==> config.mk <==
export PLATFORM = sky130hd
export DESIGN_NAME = nibble_serial_adder_flat
export DESIGN_NICKNAME = d
export VERILOG_FILES = /design/src/rtl/nibble_serial_adder_if.sv /design/src/rtl/nibble_serial_adder.sv /design/src/flat_wrapper.sv
export SDC_FILE = /design/constraint.sdc
export NUM_CORES = 1
export LEC_CHECK = 0
export ABC_AREA = 1
export BUFFER_PORTS_ARGS = -buffer_cell sky130_fd_sc_hd__buf_2
export CORE_ASPECT_RATIO = 0.5
export CORE_UTILIZATION = 30
export CTS_BUF_LIST = sky130_fd_sc_hd__clkbuf_4
export CTS_CLUSTER_DIAMETER = 200
export DETAILED_ROUTE_END_ITERATION = 8
export GPL_TIMING_DRIVEN = 0
export PLACE_DENSITY = 0.52
export SLEW_MARGIN = 20
export SYNTH_ARGS = -nofsm -noshare
export SYNTH_HDL_FRONTEND = slang
export SYNTH_SLANG_ARGS = --single-unit
==> constraint.sdc <==
create_clock -name clk -period 2.1 [get_ports clk]
set_clock_uncertainty 0.2 [all_clocks]
set_input_delay 0.105 -clock clk [delete_from_list [all_inputs] [get_ports clk]]
set_output_delay 0.105 -clock clk [all_outputs]
set_load 0.005 [all_outputs]
==> src/rtl/nibble_serial_adder_if.sv <==
// Handshake and data bundle for the nibble-serial adder.
// slave = the adder, master = whoever feeds it and consumes results.
interface nibble_serial_adder_if #(
   parameter int NIBBLES = 4
);
   localparam int W = 4 * NIBBLES;

   logic         in_valid;
   logic         in_ready;
   logic [W-1:0] in_a;
   logic [W-1:0] in_b;
   logic         in_cin;
   logic         out_valid;
   logic         out_ready;
   logic [W:0]   out_sum;
   logic         out_ovf;
   logic         busy;

   modport slave (
      input  in_valid, in_a, in_b, in_cin, out_ready,
      output in_ready, out_valid, out_sum, out_ovf, busy
   );

   modport master (
      output in_valid, in_a, in_b, in_cin, out_ready,
      input  in_ready, out_valid, out_sum, out_ovf, busy
   );
endinterface

==> src/rtl/nibble_serial_adder.sv <==
// Serial adder: one 4-bit lookahead nibble per cycle, result is
// {carry-out, W-bit sum} plus signed overflow.
//
// state | meaning
// IDLE  | waiting for an operand set, in_ready high
// RUN   | adding nibble idx_q each cycle
// DONE  | result presented, held until out_ready
module nibble_serial_adder #(
   parameter int NIBBLES = 4
) (
   input logic                 clk,
   input logic                 rst,
   nibble_serial_adder_if.slave bus
);
   localparam int W  = 4 * NIBBLES;
   localparam int IW = (NIBBLES > 1) ? $clog2(NIBBLES) : 1;

   typedef enum logic [1:0] {IDLE, RUN, DONE} state_t;

   state_t        state_q, state_d;
   logic [W-1:0]  a_q, b_q;
   logic          carry_q;
   logic [IW-1:0] idx_q;
   logic [W:0]    result_q;
   logic          ovf_q;

   logic          accept, step, last;
   logic          in_ready_c, out_valid_c, busy_c;
   logic [IW+1:0] bit_base;
   logic [3:0]    a_nib, b_nib, g, p, s_nib;
   logic [4:0]    c;

   assign last     = (idx_q == IW'(NIBBLES - 1));
   assign bit_base = {idx_q, 2'b00};

   // state register
   always_ff @(posedge clk) begin
      if (rst) state_q <= IDLE;
      else     state_q <= state_d;
   end

   // next state and handshake outputs
   always_comb begin
      state_d     = state_q;
      in_ready_c  = 1'b0;
      out_valid_c = 1'b0;
      busy_c      = 1'b0;
      accept      = 1'b0;
      step        = 1'b0;
      case (state_q)
         IDLE: begin
            in_ready_c = 1'b1;
            if (bus.in_valid) begin
               accept  = 1'b1;
               state_d = RUN;
            end
         end
         RUN: begin
            busy_c = 1'b1;
            step   = 1'b1;
            if (last) state_d = DONE;
         end
         DONE: begin
            busy_c      = 1'b1;
            out_valid_c = 1'b1;
            if (bus.out_ready) state_d = IDLE;
         end
         default: state_d = IDLE;
      endcase
   end

   // flattened 4-bit carry lookahead on the current nibble
   always_comb begin
      a_nib = a_q[bit_base +: 4];
      b_nib = b_q[bit_base +: 4];
      g     = a_nib & b_nib;
      p     = a_nib ^ b_nib;
      c[0]  = carry_q;
      c[1]  = g[0] | (p[0] & c[0]);
      c[2]  = g[1] | (p[1] & g[0]) | (p[1] & p[0] & c[0]);
      c[3]  = g[2] | (p[2] & g[1]) | (p[2] & p[1] & g[0])
            | (p[2] & p[1] & p[0] & c[0]);
      c[4]  = g[3] | (p[3] & g[2]) | (p[3] & p[2] & g[1])
            | (p[3] & p[2] & p[1] & g[0]) | (p[3] & p[2] & p[1] & p[0] & c[0]);
      s_nib = p ^ c[3:0];
   end

   // operand capture and per-nibble accumulation
   always_ff @(posedge clk) begin
      if (rst) begin
         a_q      <= '0;
         b_q      <= '0;
         carry_q  <= 1'b0;
         idx_q    <= '0;
         result_q <= '0;
         ovf_q    <= 1'b0;
      end else if (accept) begin
         a_q      <= bus.in_a;
         b_q      <= bus.in_b;
         carry_q  <= bus.in_cin;
         idx_q    <= '0;
         result_q <= '0;
         ovf_q    <= 1'b0;
      end else if (step) begin
         result_q[bit_base +: 4] <= s_nib;
         carry_q                 <= c[4];
         idx_q                   <= idx_q + 1'b1;
         if (last) begin
            // c[3] is the carry into bit W-1 on the top nibble
            result_q[W] <= c[4];
            ovf_q       <= c[3] ^ c[4];
         end
      end
   end

   assign bus.in_ready  = in_ready_c;
   assign bus.out_valid = out_valid_c;
   assign bus.busy      = busy_c;
   assign bus.out_sum   = result_q;
   assign bus.out_ovf   = ovf_q;
endmodule

==> src/flat_wrapper.sv <==
// flat-port wrapper written by rule: the top's interface ports become plain ports
module nibble_serial_adder_flat 
#(
   parameter int NIBBLES = 4
)
  (clk, rst, bus_in_valid, bus_in_a, bus_in_b, bus_in_cin, bus_out_ready, bus_in_ready, bus_out_valid, bus_out_sum, bus_out_ovf, bus_busy);
  nibble_serial_adder_if #(.NIBBLES(NIBBLES)) bus_i ();
  input logic clk;
  input logic rst;
  input wire logic [$bits(bus_i.in_valid)-1:0] bus_in_valid;
  input wire logic [$bits(bus_i.in_a)-1:0] bus_in_a;
  input wire logic [$bits(bus_i.in_b)-1:0] bus_in_b;
  input wire logic [$bits(bus_i.in_cin)-1:0] bus_in_cin;
  input wire logic [$bits(bus_i.out_ready)-1:0] bus_out_ready;
  output wire logic [$bits(bus_i.in_ready)-1:0] bus_in_ready;
  output wire logic [$bits(bus_i.out_valid)-1:0] bus_out_valid;
  output wire logic [$bits(bus_i.out_sum)-1:0] bus_out_sum;
  output wire logic [$bits(bus_i.out_ovf)-1:0] bus_out_ovf;
  output wire logic [$bits(bus_i.busy)-1:0] bus_busy;
  assign bus_i.in_valid = bus_in_valid;
  assign bus_i.in_a = bus_in_a;
  assign bus_i.in_b = bus_in_b;
  assign bus_i.in_cin = bus_in_cin;
  assign bus_i.out_ready = bus_out_ready;
  assign bus_in_ready = bus_i.in_ready;
  assign bus_out_valid = bus_i.out_valid;
  assign bus_out_sum = bus_i.out_sum;
  assign bus_out_ovf = bus_i.out_ovf;
  assign bus_busy = bus_i.busy;
  nibble_serial_adder #(.NIBBLES(NIBBLES)) u_core (.clk(clk), .rst(rst), .bus(bus_i));
endmodule
==> results of run 1 <==
## per-layer routing
layer / share of wire (%) / routed length, µm
met1: 50 / 3760
met2: 45 / 3350
met3: 3.5 / 262
met4: 1.1 / 85
met5: 0 / 0
## final timing paths
| path | start | to | cells past startpoint |
|---|---|---|---|
| setup / recovery | u_core.idx_q[0]$_SDFFE_PP0P_ | u_core.bus.out_sum[15]$_SDFFE_PP0P_ | 14 |
| hold / removal | rst | u_core.state_q[0]$_SDFFE_PP0P_ | 3 |
| setup reg to reg | u_core.idx_q[0]$_SDFFE_PP0P_ | u_core.bus.out_sum[15]$_SDFFE_PP0P_ | 14 |
| hold reg to reg | u_core.bus.out_sum[8]$_SDFFE_PP0P_ | u_core.bus.out_sum[8]$_SDFFE_PP0P_ | 2 |
## sequential cells by signal, indices dropped and copies added (netlist names)
register	cells
u_core.a_q	16
u_core.b_q	16
u_core.bus.out_sum	17
u_core.idx_q	2
u_core.state_q	2
u_core.carry_q	1
u_core.bus.out_ovf	1
## cell families (layout without fill, tap and decap cells)
kind of cell / count (synthesis) / in the layout / share of synthesized area, %
AOI/OAI and AO/OA: 87 / 87 / 17.7
xor gates and xnor gates: 1 / 1 / 0.335
adders and majority gates: 15 / 15 / 7.46
buffers and inverters: 37 / 152 / 6.45
DFF: 55 / 55 / 42.1
and+or+nand+nor: 155 / 155 / 26.0
## worst max-delay path: stages (launching register included)
cell and delay (ps):
dfxtp_4 450, inv_6 60, buf_12 150, o21ai_4 140
o22ai_4 90, ha_4 270, nand2_2 60, nand2_2 60
nor2_4 150, nand2_2 90, nand2_4 90, nand3_4 70
nor2_4 110, nand2_2 60, a21oi_2 110
## per-stage QoR
stage	total power, W	setup TNS [ps]	worst slack [ps]	area (µm²)	instances
3_5_place_dp	0.00242	-4880	-390	3060	519
2_1_floorplan	0.00211	0	13.3	2630	350
3_3_place_gp	0.00242	-4740	-392	3060	519
5_1_grt	0.00392	-2530	-224	4050	577
4_1_cts	0.00353	-722	-135	3860	576
6_report	0.00366	-976	-115	4050	577
## layout make-up
| type | count | area [µm²] |
|---|---|---|
| plain buffers | 16 | 169 |
| clock buffers | 6 | 45.0 |
| clock inverters | 2 | 60.1 |
| fillers | 840 | 4180 |
| inverters | 21 | 98.8 |
| multi-input cells | 258 | 1670 |
| flip-flops and latches | 55 | 1110 |
| well taps | 112 | 140 |
| repair buffers | 107 | 758 |
## power groups by stage
stage / Sequential, W / Combinational (W) / Clock [W]
floorplan: 0.00129 / 0.000817 / 0
global placement: 0.00132 / 0.00111 / 0
detailed placement: 0.00132 / 0.00110 / 0
CTS: 0.00131 / 0.00147 / 0.000753
global route: 0.00134 / 0.00180 / 0.000785
finish: 0.00132 / 0.00161 / 0.000729
## layout by cell type (no fill, tap or decap), types with 4 or more instances in the layout
master	netlist	routed
a21oi_1	19	14
a21oi_2	2	6
buf_2	3	60
buf_4	2	13
clkbuf_1	10	6
clkbuf_4	0	6
dfxtp_1	55	53
dlygate4sd3_1	0	36
ha_1	14	9
inv_1	15	13
inv_2	5	5
nand2_1	41	34
nand2_2	4	10
nand3_1	8	5
nand3_2	2	4
nor2_1	86	76
nor2_2	4	7
nor2_4	2	9
o21ai_0	43	37
o21ai_2	0	7
o21ai_4	0	5
o22ai_2	0	4
## timing repair
action                                 CTS  global route
gates resized for setup                 55            42
buffers inserted                        13             2
pin swaps                               14            18
setup endpoints to repair               19            19
hold buffers                            36             0
endpoints found under the hold margin   55             0
==> impl_results.md, run 1 <==
* Core area at 8230 µm²
* Critical setup path kind: reg2reg
* TritonRoute pass-1 iters at 4
* Die Span X at 134 µm
* Slew headroom at 73.0%
* Drt total wl at 7450 µm
* IO Count at 58
* RSZ-0062 raised after global routing: true
* Diode count at 0
* Gate power share at 44.0%
* Synthesized cell area at 2620 µm²
* MaxCap Viol Count at 0
* Placer Congestion at 0.780
* Pwr dens at 904 nW/µm²
* Syn Nets at 402
* Routed len/inst at 12.9 µm
* DP Wirelength at 4930 µm
* DRC Markers at 0
* Cell taking the most area after synthesis: dfxtp_1
* FMAX at 0.452 GHz
* Vias per inst at 4.63
* Worst Path Max Fanout at 8
* Clock tree sinks at 55
* Clk buf depth at 2
* Initial core utilization at 31.8%
* Critical path capture point type: flip-flop
* Commonest cells in the synthesized netlist: nor2_1, dfxtp_1, o21ai_0, nand2_1, a21oi_1
* Tcrit/Tclk final at 105%
* Largest net degree at the start of global routing at 17
* Primary FF master, synth: dfxtp_1
* All-Layer GR Usage at 17.1%
* Grt total ovfl at 0
* GRT met3 Usage at 4.15%
* Row cnt at 23
* Slew @ Worst Pin at 405 ps
* Worst hold margin at 257 ps
* Synthesis-stage register bit count at 55
* Setup crit start kind: flip-flop
* Post-synth ARST share at 0%
* R2R Setup Slk at -110 ps
* Sequential fraction of the synthesis area at 42.1%
* CTS tree: done
* Layout cells sized above 1 at 35.7%
* NumNets Final at 516
* Post-layout min period at 2210 ps
* Area grow syn2layout at 54.8%
* Number of global-route vias before repair at 2,466
* Hold Path Class: in2reg
* First-pass GRT wire length at 12,000 µm
* Final Setup Violations at 13
* Synth top area cells: dfxtp_1, nor2_1, o21ai_0
* Yosys cell types at 32
* PortBufs at 57
* Via count at 2,671
* Post-DRT Antenna Nets at 0
* Syn_area_per_cell at 7.48 µm²
* Outcome: complete, but fails checks
* Violated checks: negative setup slack
* Gr busiest metal: met2
* Number of flops mapped to enable cells by yosys at 0
* Cells after Synth at 350
* Flop pwr share at 36.1%
* Die H at 68.1 µm
* Final Hold Fails at 0
* Setup ws final at -115 ps
* Switching pwr at 0.00136 W
* P_leak at 1.69 nW
* DRC violation total after the first TritonRoute iteration at 115
* Met2 Usage GRT at 28.2%
* Cell with the most instances after synthesis: nor2_1
* Max Transition Viols Final at 0
* Syn. warnings at 0
* CTS Buf Count at 5
* Clock share of power at 19.9%
* Synth top area share at 42.1%
* CTS H-tree lvls at 2
* CTS Root Cell: clkbuf_4
* VDD IR max at 0.300 mV
* Clk_lat worst skew at 390 ps
* Die area at 9130 µm²
* Met1 usage at 22.6%
* Antenna violations before repair at 0
* Clock transition at path regs at 150 ps
* Arrival time at the worst endpoint at 2360 ps
* Sw Ratio at 37.1%
* Pint at 0.00231 W
* Worst endpoint required time at 2240 ps
* Layout Utilization at 49.2%
Note: power is estimated with default switching activity, not from simulation.
==> run 2: changes to the inputs <==
- CORE_ASPECT_RATIO: 0.5 -> not set
- GPL_TIMING_DRIVEN: 0 -> not set
- clock period: 2.1 -> 1.9 ns (I/O delays scaled with it)
==> run 2 against run 1 <==
Against the previous run: the flow still finishes with violations (negative setup slack); largest cell class unchanged; global-route usage decreased by 0.77 points; largest power group unchanged; sequential cell count unchanged; power increased by 2.1%; clock power decreased by 26%; via count decreased by 0.64%; critical path depth decreased by 2; register-to-register slack got worse by 180 ps; design area decreased by 4.0%.
==> impl_results.md, run 2 (synthesis gave the netlist of run 1 again) <==
* Buf/Inv on CP at 2
* Die area at 9100 µm²
* Clk buf depth at 2
* Clk_lat worst skew at 390 ps
* Max reg flops at 17
* Vias per inst at 4.63
* Layout cells sized above 1 at 36.8%
* Core area at 8340 µm²
* NumNets Final at 519
* CTS H-tree lvls at 2
* First-pass GRT wire length at 11,600 µm
* Post-layout min period at 2190 ps
* Routed len/inst at 12.2 µm
* Via count at 2,654
* Commonest non-fill, non-tap cell in the layout: nor2_1
* Family with the most delay on the worst path: simple AND/OR/NAND/NOR gates
* Largest stage delay on the critical path at 460 ps
* FMAX at 0.457 GHz
* P_leak at 1.68 nW
* DRC violation total after the first TritonRoute iteration at 87
* DP Wirelength at 4900 µm
* Largest net degree at the start of global routing at 35
* Critical path origin: u_core.idx_q[0]$_SDFFE_PP0P_
* DRC Markers at 0
* Die H at 95.4 µm
* Drt total wl at 6990 µm
* Violated checks: negative setup slack
* Clock tree sinks at 55
* Finished Layout Cells at 573
* Number of global-route vias before repair at 2,540
* RSZ-0062 raised after global routing: true
* # placed instances at 517
* Clock transition at path regs at 160 ps
* Die Span X at 95.4 µm
* Antenna violations before repair at 0
* CP cell instances: buf_6 -> o21ai_2 -> o22ai_2 -> ha_4 -> buf_4 -> nand3_1 -> nand2_1 -> nand2_2 -> nand2_2 -> nor2_4 -> nand3_2 -> a21oi_2
* Setup ws final at -290 ps
* Worst endpoint required time at 2030 ps
* Hold path startpoint: rst
* CTS tree: done
* Slew headroom at 69.7%
* TritonRoute pass-1 iters at 4
* Hold Path Class: in2reg
* Area grow syn2layout at 48.6%
* Outcome: complete, but fails checks
* Fill count at 865
* Commonest non-fill, non-tap cells in the layout: nor2_1, buf_2, dfxtp_1, o21ai_0, dlygate4sd3_1
* Critical path capture point type: flip-flop
* Grt total ovfl at 0
* Pwr dens at 962 nW/µm²
* Arrival time at the worst endpoint at 2320 ps
* All-Layer GR Usage at 16.3%
* Critical path's slowest cell: dfxtp_4
* Final Setup Violations at 19
* Worst path most repeated cell: nand2_2
* Slew @ Worst Pin at 455 ps
* CTS Root Cell: clkbuf_4
* Max Transition Viols Final at 0
* Tcrit/Tclk final at 115%
* Worst r2r src: u_core.idx_q[0]$_SDFFE_PP0P_
* PortBufs at 57
* IO Count at 58
* Row cnt at 33
* Layout Utilization at 46.6%
* CTS Buf Count at 5
* Worst Path Max Fanout at 6
* Post-DRT Antenna Nets at 0
* Placer Congestion at 0.799
* Setup crit start kind: flip-flop
* Critical setup path kind: reg2reg
* Final Hold Fails at 0
* Initial core utilization at 31.4%
* VDD IR max at 0.366 mV
* MaxCap Viol Count at 0
* Diode count at 0
==> run 2: cell type report <==
type | count | area [µm²] | area share (%)
clock buffer | 6 | 45.0 | 1.16
inverter | 21 | 93.8 | 2.41
sequential | 55 | 1110 | 28.5
clock inverter | 2 | 13.8 | 0.354
timing repair buffer | 126 | 912 | 23.5
tap | 105 | 131 | 3.38
multi-input combinational | 258 | 1580 | 40.7
==> run 2: metrics by stage <==
| stage | total power, W | cell area (µm²) | setup TNS (ps) | hold WS (ps) | worst slack [ps] |
|---|---|---|---|---|---|
| 4_1_cts | 0.00359 | 3740 | -3980 | 249 | -293 |
| 6_report | 0.00374 | 3890 | -4070 | 266 | -290 |
| 5_1_grt | 0.00403 | 3890 | -6570 | 266 | -410 |
| 3_5_place_dp | 0.00277 | 3120 | -3650 | 141 | -328 |
| 3_3_place_gp | 0.00274 | 3120 | -2850 | 133 | -308 |
| 2_1_floorplan | 0.00235 | 2650 | -1050 | -35.9 | -159 |
==> run 2: final timing paths <==
check	endpoint	slack (ps)	cells after the start
min	u_core.state_q[0]$_SDFFE_PP0P_	270	3
max reg2reg	u_core.bus.out_sum[14]$_SDFFE_PP0P_	-290	12
max	u_core.bus.out_sum[14]$_SDFFE_PP0P_	-290	12
min reg2reg	u_core.bus.out_sum[6]$_SDFFE_PP0P_	270	2
==> run 2: timing repair <==
action / 4_1_cts / 5_1_grt
hold buffers: 36 / 0
buffers inserted: 9 / 3
endpoints found under the setup margin: 19 / 22
pin swaps: 13 / 18
endpoints found under the hold margin: 55 / 0
gates resized for setup: 39 / 30
==> run 2: routing by layer <==
layer	track usage [%]	vias to the layer above	share of wire (%)	wire length [µm]
met5	0	-	0	0
met4	5.22	0	1.5	102
met3	3.11	8	3.3	229
met2	29.3	50	51	3530
met1	19.4	1209	45	3120
li1	-	1387	-	-
==> run 2: report_power, final <==
| part | leakage (nW) | internal (W) | total, W | switching, W |
|---|---|---|---|---|
| combinational | 1.19 | 0.000813 | 0.00174 | 0.000927 |
| clock | 0.0356 | 0.000161 | 0.000541 | 0.000380 |
| sequential | 0.453 | 0.00133 | 0.00146 | 0.000131 |
| total | 1.68 | 0.00230 | 0.00374 | 0.00144 |
==> run 2: worst reg2reg max path, stage by stage (launching register included) <==
cell     delay (ps)
dfxtp_4         460
buf_6           130
o21ai_2          60
o22ai_2         220
ha_4            250
buf_4           140
nand3_1         100
nand2_1          70
nand2_2          80
nand2_2          60
nor2_4          140
nand3_2          90
a21oi_2         130
==> run 3: changes to the inputs <==
- ABC_AREA: 1 -> not set
==> run 3 against run 2 <==
Against the previous run: clock-buffer cell count did not move; synthesized area fell by 2.8%; die area fell by 2.8%; synthesized cell count fell by 19%; the run still ends with negative setup slack left; sequential cell count did not move; non-clock buffer count rose by 3; power fell by 22%; sequential power fell by 11%; setup slack got worse by 320 ps.
==> impl_results.md, run 3 <==
* Outcome: complete, but fails checks
* Violated checks: negative setup slack
* Critical setup path kind: reg2reg
* CTS Buf Count at 5
* Clock tree sinks at 55
* Syn Nets at 334
* DRC violation total after the first TritonRoute iteration at 44
* Worst Path Max Fanout at 8
* Vias per inst at 4.68
* Max Transition Viols Final at 0
* Clk buf depth at 2
* RSZ-0062 raised after global routing: true
* Initial core utilization at 31.0%
* Synthesized cell area at 2540 µm²
* MaxCap Viol Count at 0
* Setup crit start kind: flip-flop
* Synth top area share at 43.3%
* Layout Utilization at 46.3%
* Cell taking the most area after synthesis: dfxtp_1
* NumNets Final at 454
* Synthesis-stage register bit count at 55
* Synth top area cells: dfxtp_1, nand2_1, a21oi_1
* Final Hold Fails at 0
* FF-to-FF path depth at 6
* Slew headroom at 76.4%
* Cell with the most instances after synthesis: nand2_1
* Drt total wl at 6560 µm
* R2R Setup Slk at -610 ps
* CTS tree: done
* Die area at 8850 µm²
* Syn. warnings at 0
* # placed instances at 459
* Clk_lat worst skew at 390 ps
* CTS Root Cell: clkbuf_4
* Die H at 94.1 µm
* Number of global-route vias before repair at 2,281
* Slew @ Worst Pin at 355 ps
* Worst endpoint required time at 1990 ps
* Max reg flops at 17
* Layout cells sized above 1 at 34.5%
* Multi-input logic area at 1520 µm²
* All-Layer GR Usage at 15.8%
* Finished Layout Cells at 508
* Yosys cell types at 44
* Pwr dens at 767 nW/µm²
* Post-synth ARST share at 0%
* Hold EP: u_core.a_q[6]$_SDFFE_PP0P_
* Cells after Synth at 282
* FMAX at 0.398 GHz
* VDD IR max at 0.324 mV
* Sequential cell area at 1110 µm²
* Clock transition at path regs at 170 ps
* Diode count at 0
* Hold path cells at 4
* Final Setup Violations at 19
* IO Count at 58
* R2R Path End: u_core.bus.out_sum[11]$_SDFFE_PP0P_
* Hold Path Class: in2reg
* Area grow syn2layout at 49.6%
* Worst hold margin at 258 ps
* Core area at 8220 µm²
* TritonRoute pass-1 iters at 4
* Fill count at 814
* DP Wirelength at 4600 µm
* Tcrit/Tclk final at 132%
* Sequential fraction of the synthesis area at 43.3%
* DRC Markers at 0
* Post-Route Setup TNS at -10,320 ps
* Commonest non-fill, non-tap cell in the layout: nand2_1
* Antenna violations before repair at 0
* Syn_area_per_cell at 9.02 µm²
* P_leak at 1.59 nW
* Number of flops mapped to enable cells by yosys at 0
* Grt total ovfl at 0
* Post-DRT Antenna Nets at 0
* Worst r2r src: u_core.idx_q[0]$_SDFFE_PP0P_
* Post-layout min period at 2510 ps
* Primary FF master, synth: dfxtp_1
* Placer Congestion at 0.819
* Setup ws final at -610 ps
* Critical path capture point type: flip-flop
* Commonest non-fill, non-tap cells in the layout: nand2_1, buf_2, dfxtp_1, a21oi_1, dlygate4sd3_1
* Placed Area at 3170 µm²
* Arrival time at the worst endpoint at 2600 ps
* Via count at 2,379
* CTS H-tree lvls at 2
* First-pass GRT wire length at 10,900 µm
* Hold path startpoint: bus_in_a[6]
* Commonest cells in the synthesized netlist: nand2_1, dfxtp_1, a21oi_1, nor2_1, ha_1
* Largest net degree at the start of global routing at 35
* Row cnt at 33
* PortBufs at 57
* Routed len/inst at 12.9 µm
* Cell area after layout at 3800 µm²
* Die Span X at 94.1 µm
[run 3: cell count changes in the layout (fill, tap and decap cells not counted), moves of 8 or more]
cell / delta
a21oi_1: +23
nand2_2: -10
nand2_1: +39
mux4_2: +8
inv_2: -8
o21ai_0: -39
nor2_1: -62
[run 3: worst max-delay path: stages, from the launching register on]
cell and delay, ps:
dfxtp_4 460, mux4_2 580, ha_4 270, a211o_4 370
a211oi_4 260, nor4_4 80, a32o_1 200
[run 3: area by class of cell]
class | instances | area share, %
clock buffers | 6 | 1.18
clock inverters | 2 | 1.02
inverters | 6 | 0.592
multi-input cells | 205 | 40.0
flip-flops and latches | 55 | 29.1
well taps | 105 | 3.45
repair buffers | 129 | 24.7
[run 3: layer usage]
metal,part of all wire [%],track usage [%]
met5,0,0
met4,1.3,4.49
met3,3.1,2.75
met2,49,27.2
met1,46,20.1
[run 3: worst max-delay path by stage]
stage	startpoint	endpoint	slack (ps)
3_5_place_dp	u_core.idx_q[0]$_SDFFE_PP0P_	u_core.bus.out_sum[7]$_SDFFE_PP0P_	-610
4_1_cts	u_core.idx_q[0]$_SDFFE_PP0P_	u_core.bus.out_sum[15]$_SDFFE_PP0P_	-620
6_report	u_core.idx_q[0]$_SDFFE_PP0P_	u_core.bus.out_sum[11]$_SDFFE_PP0P_	-610
2_1_floorplan	u_core.idx_q[0]$_SDFFE_PP0P_	u_core.bus.out_sum[11]$_SDFFE_PP0P_	-630
5_1_grt	u_core.idx_q[0]$_SDFFE_PP0P_	u_core.bus.out_sum[11]$_SDFFE_PP0P_	-710
3_3_place_gp	u_core.idx_q[0]$_SDFFE_PP0P_	u_core.bus.out_sum[7]$_SDFFE_PP0P_	-570
[run 3: kinds of logic (layout without fill, tap and decap cells)]
group / count (synthesis) / count (layout) / share of synthesized area, %
AO/OA/AOI/OAI: 65 / 65 / 16.3
XOR/XNOR: 2 / 2 / 0.689
adder cells (fa/ha/maj): 15 / 15 / 7.67
buffers and inverters: 22 / 143 / 3.89
flip-flops: 55 / 55 / 43.3
multiplexers: 11 / 11 / 8.26
AND/OR/NAND/NOR: 112 / 112 / 19.9
[run 3: per-stage QoR]
stage,setup slack (ps),total power [W]
after floorplan,-626,0.00179
after global placement,-568,0.00206
after detailed placement,-614,0.00206
after CTS,-619,0.00284
after global routing,-707,0.00309
final,-610,0.00292
[run 3: repair_timing]
action                                  4_1_cts  5_1_grt
hold buffers                                 36        0
buffers inserted                              2        3
gates resized for setup                       6       23
hold endpoints to repair                     36        0
endpoints found under the setup margin       19       20
pin swaps                                    15       13
[run 3: report_power, final]
group          switching [W]  internal, W
logic               0.000455     0.000481
clock network       0.000388     0.000298
registers          0.0000605      0.00124
